<file path="src/rtl/mc_pkg.sv">
// rtl/mc_pkg.sv - shared encodings for the multicycle control unit
// Purpose: state encodings, opcode/funct constants, alu_op and alu_ctl codes,
//          datapath mux select codes.
// Ports:   none (package).
package mc_pkg;

  typedef enum logic [3:0] {
    S0  = 4'd0,   // fetch
    S1  = 4'd1,   // decode
    S2  = 4'd2,   // memory address
    S3  = 4'd3,   // load read
    S4  = 4'd4,   // load write-back
    S5  = 4'd5,   // store
    S6  = 4'd6,   // R-type execute
    S7  = 4'd7,   // R-type write-back
    S8  = 4'd8,   // branch
    S9  = 4'd9,   // jump
    S10 = 4'd10,  // addi execute
    S11 = 4'd11   // addi write-back
  } state_t;

  localparam logic [5:0] OP_RTYPE = 6'b000000;
  localparam logic [5:0] OP_LW    = 6'b100011;
  localparam logic [5:0] OP_SW    = 6'b101011;
  localparam logic [5:0] OP_BEQ   = 6'b000100;
  localparam logic [5:0] OP_J     = 6'b000010;
  localparam logic [5:0] OP_ADDI  = 6'b001000;

  localparam logic [5:0] FUNCT_ADD = 6'b100000;
  localparam logic [5:0] FUNCT_SUB = 6'b100010;
  localparam logic [5:0] FUNCT_AND = 6'b100100;
  localparam logic [5:0] FUNCT_OR  = 6'b100101;
  localparam logic [5:0] FUNCT_SLT = 6'b101010;

  localparam logic [1:0] ALU_OP_ADD   = 2'b00;
  localparam logic [1:0] ALU_OP_SUB   = 2'b01;
  localparam logic [1:0] ALU_OP_FUNCT = 2'b10;

  localparam logic [2:0] ALU_CTL_AND = 3'b000;
  localparam logic [2:0] ALU_CTL_OR  = 3'b001;
  localparam logic [2:0] ALU_CTL_ADD = 3'b010;
  localparam logic [2:0] ALU_CTL_SUB = 3'b110;
  localparam logic [2:0] ALU_CTL_SLT = 3'b111;

  localparam logic [1:0] PC_SRC_ALU    = 2'b00;
  localparam logic [1:0] PC_SRC_ALUOUT = 2'b01;
  localparam logic [1:0] PC_SRC_JUMP   = 2'b10;

  localparam logic [1:0] SRC_B_REG     = 2'b00;
  localparam logic [1:0] SRC_B_FOUR    = 2'b01;
  localparam logic [1:0] SRC_B_IMM     = 2'b10;
  localparam logic [1:0] SRC_B_IMM_SHL = 2'b11;

endpackage

</file>
<file path="src/rtl/mc_control_unit_if.sv">
// rtl/mc_control_unit_if.sv - control unit <-> datapath signal bundle
// Purpose: groups the IR/ALU status inputs and the datapath control outputs.
// Ports:   master = control unit (reads op/funct/zero/mem_ready, drives controls)
//          slave  = datapath (drives op/funct/zero/mem_ready, reads controls)
interface mc_control_unit_if;
  logic [5:0] op;
  logic [5:0] funct;
  logic       zero;
  logic       mem_ready;

  logic       pc_en;
  logic       iord;
  logic       mem_read;
  logic       mem_write;
  logic       ir_write;
  logic       mem_to_reg;
  logic       alu_src_a;
  logic       reg_write;
  logic       reg_dst;
  logic [1:0] pc_source;
  logic [1:0] alu_src_b;
  logic [1:0] alu_op;
  logic [2:0] alu_ctl;

  modport master (
    input  op, funct, zero, mem_ready,
    output pc_en, iord, mem_read, mem_write, ir_write, mem_to_reg, alu_src_a,
           reg_write, reg_dst, pc_source, alu_src_b, alu_op, alu_ctl
  );

  modport slave (
    output op, funct, zero, mem_ready,
    input  pc_en, iord, mem_read, mem_write, ir_write, mem_to_reg, alu_src_a,
           reg_write, reg_dst, pc_source, alu_src_b, alu_op, alu_ctl
  );
endinterface

</file>
<file path="src/rtl/mc_alu_decoder.sv">
// rtl/mc_alu_decoder.sv - alu_op + funct to ALU function select
// Purpose: combinational ALU control decode.
// Ports:   alu_op (in, 2), funct (in, 6), alu_ctl (out, 3)
module mc_alu_decoder
  import mc_pkg::*;
(
  input  logic [1:0] alu_op,
  input  logic [5:0] funct,
  output logic [2:0] alu_ctl
);

  always_comb begin
    alu_ctl = ALU_CTL_ADD;
    case (alu_op)
      ALU_OP_SUB: alu_ctl = ALU_CTL_SUB;
      ALU_OP_FUNCT: begin
        case (funct)
          FUNCT_ADD: alu_ctl = ALU_CTL_ADD;
          FUNCT_SUB: alu_ctl = ALU_CTL_SUB;
          FUNCT_AND: alu_ctl = ALU_CTL_AND;
          FUNCT_OR:  alu_ctl = ALU_CTL_OR;
          FUNCT_SLT: alu_ctl = ALU_CTL_SLT;
          default:   alu_ctl = ALU_CTL_ADD;
        endcase
      end
      default: alu_ctl = ALU_CTL_ADD;
    endcase
  end

endmodule

</file>
<file path="src/rtl/mc_control_unit.sv">
// rtl/mc_control_unit.sv - registered multicycle MIPS control unit
// Purpose: state register, Moore control decode, memory wait/timeout watchdog,
//          retired-instruction counter. Optional ADDI support under MC_ADDI_EN.
// Ports:   clk, rst (async, active-high)
//          bus        : mc_control_unit_if.master (IR/zero/mem_ready in, controls out)
//          state      : current state (4)
//          illegal_op : one-cycle pulse on an undecodable opcode in decode
//          mem_err    : one-cycle pulse when a memory state times out
//          retired    : completed-instruction count (CNT_W, wraps)
module mc_control_unit
  import mc_pkg::*;
#(
  parameter int MEM_TIMEOUT = 16,
  parameter int CNT_W       = 16
) (
  input  logic             clk,
  input  logic             rst,
  mc_control_unit_if.master bus,
  output logic [3:0]       state,
  output logic             illegal_op,
  output logic             mem_err,
  output logic [CNT_W-1:0] retired
);

  localparam int TW = $clog2(MEM_TIMEOUT) + 1;

  state_t        cur, nxt;
  logic [TW-1:0] wd_cnt;
  logic          mem_state, timeout, retire;
  logic          pc_write, pc_write_cond;
  logic [1:0]    alu_op;

  assign mem_state = (cur == S0) || (cur == S3) || (cur == S5);
  // A ready in the final allowed cycle takes priority over the abort.
  assign timeout   = mem_state && !bus.mem_ready && (wd_cnt == TW'(MEM_TIMEOUT - 1));
  assign mem_err   = timeout;
  assign state     = cur;

  always_ff @(posedge clk or posedge rst) begin
    if (rst) begin
      cur     <= S0;
      wd_cnt  <= '0;
      retired <= '0;
    end else begin
      cur <= nxt;
      // An abort from S0 stays in S0 but is a fresh entry, so clear on it too.
      if (nxt != cur || timeout)
        wd_cnt <= '0;
      else if (mem_state && !bus.mem_ready)
        wd_cnt <= wd_cnt + 1'b1;
      if (retire)
        retired <= retired + 1'b1;
    end
  end

  always_comb begin
    nxt        = cur;
    illegal_op = 1'b0;
    retire     = 1'b0;
    case (cur)
      S0: if (bus.mem_ready) nxt = S1;
      S1: begin
        case (bus.op)
          OP_LW, OP_SW: nxt = S2;
          OP_RTYPE:     nxt = S6;
          OP_BEQ:       nxt = S8;
          OP_J:         nxt = S9;
`ifdef MC_ADDI_EN
          OP_ADDI:      nxt = S10;
`endif
          default: begin
            nxt        = S0;
            illegal_op = 1'b1;
          end
        endcase
      end
      S2: nxt = (bus.op == OP_SW) ? S5 : S3;
      S3: if (bus.mem_ready) nxt = S4;
      S5: if (bus.mem_ready) begin
        nxt    = S0;
        retire = 1'b1;
      end
      S6: nxt = S7;
      S4, S7, S8, S9: begin
        nxt    = S0;
        retire = 1'b1;
      end
`ifdef MC_ADDI_EN
      S10: nxt = S11;
      S11: begin
        nxt    = S0;
        retire = 1'b1;
      end
`endif
      default: nxt = S0;
    endcase
    if (timeout) nxt = S0;
  end

  always_comb begin
    pc_write       = 1'b0;
    pc_write_cond  = 1'b0;
    bus.iord       = 1'b0;
    bus.mem_read   = 1'b0;
    bus.mem_write  = 1'b0;
    bus.ir_write   = 1'b0;
    bus.mem_to_reg = 1'b0;
    bus.alu_src_a  = 1'b0;
    bus.reg_write  = 1'b0;
    bus.reg_dst    = 1'b0;
    bus.pc_source  = PC_SRC_ALU;
    bus.alu_src_b  = SRC_B_REG;
    alu_op         = ALU_OP_ADD;
    case (cur)
      S0: begin
        bus.mem_read  = 1'b1;
        bus.alu_src_b = SRC_B_FOUR;
        bus.ir_write  = bus.mem_ready;
        pc_write      = bus.mem_ready;
      end
      S1: bus.alu_src_b = SRC_B_IMM_SHL;
      S2: begin
        bus.alu_src_a = 1'b1;
        bus.alu_src_b = SRC_B_IMM;
      end
      S3: begin
        bus.mem_read = 1'b1;
        bus.iord     = 1'b1;
      end
      S4: begin
        bus.reg_write  = 1'b1;
        bus.mem_to_reg = 1'b1;
      end
      S5: begin
        bus.mem_write = 1'b1;
        bus.iord      = 1'b1;
      end
      S6: begin
        bus.alu_src_a = 1'b1;
        alu_op        = ALU_OP_FUNCT;
      end
      S7: begin
        bus.reg_write = 1'b1;
        bus.reg_dst   = 1'b1;
      end
      S8: begin
        bus.alu_src_a = 1'b1;
        alu_op        = ALU_OP_SUB;
        pc_write_cond = 1'b1;
        bus.pc_source = PC_SRC_ALUOUT;
      end
      S9: begin
        pc_write      = 1'b1;
        bus.pc_source = PC_SRC_JUMP;
      end
`ifdef MC_ADDI_EN
      S10: begin
        bus.alu_src_a = 1'b1;
        bus.alu_src_b = SRC_B_IMM;
      end
      S11: bus.reg_write = 1'b1;
`endif
      default: ;
    endcase
    // Architectural writes must stay quiet for the whole reset pulse.
    if (rst) begin
      pc_write      = 1'b0;
      pc_write_cond = 1'b0;
      bus.ir_write  = 1'b0;
      bus.reg_write = 1'b0;
      bus.mem_write = 1'b0;
    end
  end

  assign bus.pc_en  = pc_write | (pc_write_cond & bus.zero);
  assign bus.alu_op = alu_op;

  mc_alu_decoder u_alu_dec (
    .alu_op  (alu_op),
    .funct   (bus.funct),
    .alu_ctl (bus.alu_ctl)
  );

endmodule
</file>
<file path="src/flat_wrapper.sv">
// flat-port wrapper written by rule: the top's interface ports become plain ports
module mc_control_unit_flat import mc_pkg::*;
#(
  parameter int MEM_TIMEOUT = 16,
  parameter int CNT_W       = 16
)
  (clk, rst, state, illegal_op, mem_err, retired, bus_op, bus_funct, bus_zero, bus_mem_ready, bus_pc_en, bus_iord, bus_mem_read, bus_mem_write, bus_ir_write, bus_mem_to_reg, bus_alu_src_a, bus_reg_write, bus_reg_dst, bus_pc_source, bus_alu_src_b, bus_alu_op, bus_alu_ctl);
  mc_control_unit_if bus_i ();
  input  logic clk;
  input  logic rst;
  output logic [3:0] state;
  output logic illegal_op;
  output logic mem_err;
  output logic [CNT_W-1:0] retired;
  input wire logic [$bits(bus_i.op)-1:0] bus_op;
  input wire logic [$bits(bus_i.funct)-1:0] bus_funct;
  input wire logic [$bits(bus_i.zero)-1:0] bus_zero;
  input wire logic [$bits(bus_i.mem_ready)-1:0] bus_mem_ready;
  output wire logic [$bits(bus_i.pc_en)-1:0] bus_pc_en;
  output wire logic [$bits(bus_i.iord)-1:0] bus_iord;
  output wire logic [$bits(bus_i.mem_read)-1:0] bus_mem_read;
  output wire logic [$bits(bus_i.mem_write)-1:0] bus_mem_write;
  output wire logic [$bits(bus_i.ir_write)-1:0] bus_ir_write;
  output wire logic [$bits(bus_i.mem_to_reg)-1:0] bus_mem_to_reg;
  output wire logic [$bits(bus_i.alu_src_a)-1:0] bus_alu_src_a;
  output wire logic [$bits(bus_i.reg_write)-1:0] bus_reg_write;
  output wire logic [$bits(bus_i.reg_dst)-1:0] bus_reg_dst;
  output wire logic [$bits(bus_i.pc_source)-1:0] bus_pc_source;
  output wire logic [$bits(bus_i.alu_src_b)-1:0] bus_alu_src_b;
  output wire logic [$bits(bus_i.alu_op)-1:0] bus_alu_op;
  output wire logic [$bits(bus_i.alu_ctl)-1:0] bus_alu_ctl;
  assign bus_i.op = bus_op;
  assign bus_i.funct = bus_funct;
  assign bus_i.zero = bus_zero;
  assign bus_i.mem_ready = bus_mem_ready;
  assign bus_pc_en = bus_i.pc_en;
  assign bus_iord = bus_i.iord;
  assign bus_mem_read = bus_i.mem_read;
  assign bus_mem_write = bus_i.mem_write;
  assign bus_ir_write = bus_i.ir_write;
  assign bus_mem_to_reg = bus_i.mem_to_reg;
  assign bus_alu_src_a = bus_i.alu_src_a;
  assign bus_reg_write = bus_i.reg_write;
  assign bus_reg_dst = bus_i.reg_dst;
  assign bus_pc_source = bus_i.pc_source;
  assign bus_alu_src_b = bus_i.alu_src_b;
  assign bus_alu_op = bus_i.alu_op;
  assign bus_alu_ctl = bus_i.alu_ctl;
  mc_control_unit #(.MEM_TIMEOUT(MEM_TIMEOUT), .CNT_W(CNT_W)) u_core (.clk(clk), .rst(rst), .bus(bus_i), .state(state), .illegal_op(illegal_op), .mem_err(mem_err), .retired(retired));
endmodule
</file>
<file path="config.mk">
export PLATFORM = sky130hd
export DESIGN_NAME = mc_control_unit_flat
export DESIGN_NICKNAME = d
export VERILOG_FILES = /design/src/rtl/mc_pkg.sv /design/src/rtl/mc_control_unit_if.sv /design/src/rtl/mc_alu_decoder.sv /design/src/rtl/mc_control_unit.sv /design/src/flat_wrapper.sv
export SDC_FILE = /design/constraint.sdc
export NUM_CORES = 1
export LEC_CHECK = 0
export CAP_MARGIN = 20
export CORE_UTILIZATION = 40
export CTS_CLUSTER_SIZE = 12
export DETAILED_ROUTE_END_ITERATION = 8
export PLACE_DENSITY = 0.68
export RECOVER_POWER = 50
export SYNTH_ARGS = -nofsm -noshare
export SYNTH_HDL_FRONTEND = slang
export SYNTH_SLANG_ARGS = --single-unit
</file>
<file path="constraint.sdc">
create_clock -name clk -period 6 [get_ports clk]
set_input_delay 1.5 -clock clk [delete_from_list [all_inputs] [get_ports clk]]
set_output_delay 1.5 -clock clk [all_outputs]
set_load 0.05 [all_outputs]
</file>
; ---- After elaboration in Yosys (flattened, before gate mapping)
; Cells that the tools add are included.
[op_classes]
add_sub_neg = 2
eq_ne = 21
n_mux = 33
n_bitwise = 2
reduce_logical = 16
[ops]
columns = operator, count
row1 = == test 6 bit (second input constant), 6
row2 = one-hot mux 4 bit (6 select lines), 1
row3 = two-way mux 1 bit, 17
row4 = adder 16 x 1 -> 16 bit (second input constant), 1
row5 = == test 4 x 3 -> 1 bit (second input constant), 4
row6 = two-way mux 4 bit, 4
row7 = one-hot mux 4 bit (4 select lines), 1
row8 = one-hot mux 3 bit (4 select lines), 1
row9 = two-way mux 5 bit, 2
row10 = == test 4 x 2 -> 1 bit (second input constant), 2
row11 = == test 4 bit (second input constant), 2
row12 = one-hot mux 2 bit (2 select lines), 2
row13 = OR reduction 2 bit, 4
row14 = == test 6 x 2 -> 1 bit (second input constant), 1
row15 = == test 6 x 3 -> 1 bit (second input constant), 1
row16 = zero test 6 bit, 1
row17 = one-hot mux 2 bit (3 select lines), 1
row18 = one-hot mux 3 bit (2 select lines), 1
row19 = adder 5 x 1 -> 5 bit (second input constant), 1
row20 = == test 5 x 4 -> 1 bit (second input constant), 1
row21 = OR reduction 5 bit, 1
row22 = == test 4 x 1 -> 1 bit (second input constant), 1
row23 = zero test 4 bit, 1
row24 = != test 4 bit, 1
row25 = other kinds (12), 16
[totals]
regBits = 25
in_bits = 16
out_inout_bits = 40

; ---- Logic depth before layout (Yosys ltp)
[depth]
ltp_word = 9
mapped_depth = 8
mapped_depth_nobuf = 8

; ---- By module
; From an unflattened synthesis, not the netlist that was laid out.
[hier_totals]
hier_cells = 191
area_unflattened_um2 = 1770.4
[modules_own_cells]
columns = module, n_inst, cells_per_inst, area_per_inst_um2
row1 = mc_control_unit, 1, 176, 1651.6
row2 = mc_alu_decoder, 1, 15, 118.9

; ---- Worst setup path after synthesis
; No wires, ideal clock.
[synth_path]
path_kind = input to output
from = input port bus_mem_ready
to = output port bus_pc_en
arrival_ns = 3.577
required_ns = 4.500
path_slack_ns = 0.923
cell_stages = 4
path_buffers = 1
path_cell_list = clkbuf_1 -> inv_1 -> o31a_1 -> nor4_1
[synth_via]
elab_chain_cells = 3
[synth_rtl]
columns = item, line_no
row1 = start: declaration, flat_wrapper.sv:18  ; input wire logic [$bits(bus_i.mem_ready)-1:0] bus_mem_ready;
row2 = one-hot mux 1 bit (2 select lines), mc_control_unit.sv:114  ; case (cur)
row3 = two-way mux 1 bit, mc_control_unit.sv:166  ; if (rst) begin
row4 = OR 1 bit, mc_control_unit.sv:175  ; assign bus.pc_en = pc_write | (pc_write_cond & bus.zero);
row5 = end: declaration, flat_wrapper.sv:19  ; output wire logic [$bits(bus_i.pc_en)-1:0] bus_pc_en;
; No other way between the ends.

; ---- Worst setup path in the final report
[layout_path]
from = input port bus_mem_ready
to = output port mem_err
[layout_via]
elab_chain_cells = 3
[layout_rtl]
columns = item, line_no
row1 = zero test 1 bit, mc_control_unit.sv:35  ; assign timeout = mem_state && !bus.mem_ready && (wd_cnt == TW'(MEM_TIMEOUT - 1));
row2 = logical AND 1 bit (2 in series), mc_control_unit.sv:35
row3 = end: declaration, flat_wrapper.sv:13  ; output logic mem_err;
; No other way between the ends.

==> results_dict.tcl <==
set metrics [dict create \
    outcome "complete, no violations" \
    layout.nets 266 \
    power.density_nw_per_um2 224 \
    grt-ovfl-total 0 \
    cp_data_arrival_time_ns 3.73 \
    maxCapViolCount 0 \
    syn-mean-instance-area_um2 9.37 \
    required_ns 4.50 \
    grt_setup_unrepaired "false" \
    drtPass1Iterations 4 \
    worst_pin_slew_ns 1.27 \
    grt_pass1_wl_mm 6.56 \
    fill_cells 406 \
    vias 1614 \
    hold_path.class "reg -> reg" \
    fin_cells 293 \
    initial_core_util_pct 43.2 \
    critPathLaunchType "input pin" \
    ys_seq_area_share_pct 34.9 \
    drc 0 \
    finalSetupViolCount 0 \
    grt_usage_pct 17.8 \
    crit_path_max_fanout 9 \
    dieArea_um2 4750 \
    synth_edf_count 0 \
    finalSetupTns_ns 0 \
    antenna_found_initial 0 \
    wire_per_inst_um 13.2 \
    syn_inst 191 \
    die_h_um 68.9 \
    cts_buffers 3 \
    synth_area_leaders "dfrtp_1 35%, xnor2_1 4.9%, xor2_1 4.9%" \
    slowest_delay_ns 0.79 \
    first_global_vias 1460 \
    drt_iter0_markers 69 \
    synth_flop_cell "dfrtp_1" \
    cts_buffer_depth 2 \
    clkTransAtPathRegs_ns 0.08 \
    drive_gt1_share_pct 4.94 \
    cts_setup_buffers 0 \
    hold_ws_ns 0.468 \
    syn-num-nets 213 \
    ioPinCount 56 \
    setup_ws_ns 0.775 \
    row_count 23 \
    place_congestion 0.766 \
    synth_commonest_cells "25 x dfrtp_1, 17 x nor2_1, 12 x nand2_1" \
    grt_max_degree 26 \
    p_leak_nw 1.02 \
    htree_levels 1 \
    viasPerCell 5.51 \
    yosysTopAreaCellShare_pct 34.9 \
    finalHoldViolCount 0 \
    synth_area_um2 1790 \
    fmax_mhz 191 \
    maxSlewHeadroom_pct 15.6 \
    yosysTopAreaCell "dfrtp_1" \
    p_total_w 0.000532 \
    ctsRootBufferMaster "clkbuf_8" \
    ir_drop_mv 0.212 \
    placed_cells 289 \
    endpoint_kind "output port" \
    core_area_um2 4140 \
    multiInputGateArea_um2 1060 \
    num_antenna_cells 0 \
    insertion_delay_ns 0.26 \
    pre_cts_ws_ns 0.829 \
    synth.distinct_cells 50 \
    slew_violations 0 \
    cts_tree "built" \
    yosys_warnings 0 \
    die_w_um 68.9 \
    area_delta_synth_final_pct 32.4 \
    crit_type "in -> out" \
    crit_chain "dlygate4sd3_1, a2111oi_4, and2_1, clkdlybuf4s50_1" \
    synth_most_common_cell "dfrtp_1" \
    hpwlAfterDp_mm 2.99 \
    postSynth.asyncResetShare_pct 100 \
    min_period_ns 5.23 \
    final-seq-area_um2 626 \
    postRouteAntennaNets 0 \
    clkSinkCount 25 \
    slowest_stage "clkdlybuf4s50_1" \
    wirelength_mm 3.88 \
    cts-resized-gates 0 \
    holdBufCountCts 0 \
    ys_seq_elements 25 \
    post-route-period-util_pct 87.1 \
    finClkSkew_ns 0.00300 \
    numPortBuffers 55 \
]
cell usage in the layout (no fill, tap or decap), drive strengths merged, types with 4 or more instances in the layout:
cell / synthesis / layout
clkbuf: 5 / 4
dfrtp: 25 / 25
nand2b: 9 / 9
nand3: 4 / 4
nand2: 12 / 12
ha: 6 / 6
nor2: 17 / 17
nor3b: 4 / 4
inv: 7 / 7
clkdlybuf4s50: 0 / 40
nand4: 8 / 8
and3: 9 / 9
a21oi: 5 / 5
nor3: 7 / 7
dlygate4sd3: 0 / 15
o21ai: 4 / 4
nor4: 8 / 8
xnor2: 11 / 11
xor2: 11 / 11
sequential cells by signal, summed over array words and instances, names as in the netlist:
name	count
u_core.retired	16
u_core.wd_cnt	5
u_core.state	4
final timing paths:
check / start / endpoint / slack, ns / cells after the start
max: bus_mem_ready / mem_err / 0.77 / 4
max in group asynchronous: rst / u_core.retired[11] / 3.05 / 3
min reg2reg: u_core.retired[15] / u_core.retired[15] / 0.47 / 1
min in group asynchronous: rst / u_core.state[2] / 2.20 / 3
min: u_core.retired[15] / u_core.retired[15] / 0.47 / 1
max reg2reg: u_core.state[0] / u_core.retired[10] / 3.18 / 5
power by group:
group	internal, W	total, W	switching (W)	leakage (nW)
registers	0.000187	0.000220	0.0000328	0.340
logic	0.0000830	0.000217	0.000134	0.658
clock network	0.0000464	0.0000951	0.0000488	0.0255
metal layers:
| metal | part of all wire, % | global-route usage [%] | routed length (µm) |
|---|---|---|---|
| met3 | 4.3 | 2.96 | 166 |
| met2 | 46 | 29.2 | 1800 |
| met4 | 0.34 | 1.53 | 13 |
| met1 | 49 | 25.4 | 1900 |
| met5 | 0 | 0 | 0 |
stage by stage:
step,utilization [%],area (µm²)
after detailed placement,57.1,2360
after global routing,57.2,2370
final,57.2,2370
after floorplan,-,1790
after global placement,57.1,2360
after CTS,58.2,2410
critical path, delay by kind of cell:
family,cells,cell delay (ns)
compound gates,1,0.55
buf+inv,2,1.47
simple gates,1,0.20
area by class of cell:
class | instances | share of cell area, %
clock buffer | 3 | 1.74
clock inverter | 1 | 0.211
inverter | 7 | 1.11
multi-input combinational | 151 | 44.5
sequential | 25 | 26.4
tap | 50 | 2.64
timing repair buffer | 56 | 23.4
cell families after synthesis:
family / count (synthesis) / synth area share (%)
compound gates: 29 / 14.5
xor+xnor: 22 / 11.6
fa+ha+maj: 6 / 4.19
buf+inv: 15 / 4.05
flops: 25 / 34.9
mux: 2 / 1.19
simple gates: 92 / 29.5
No activity file was read; power rests on OpenSTA's default activity.
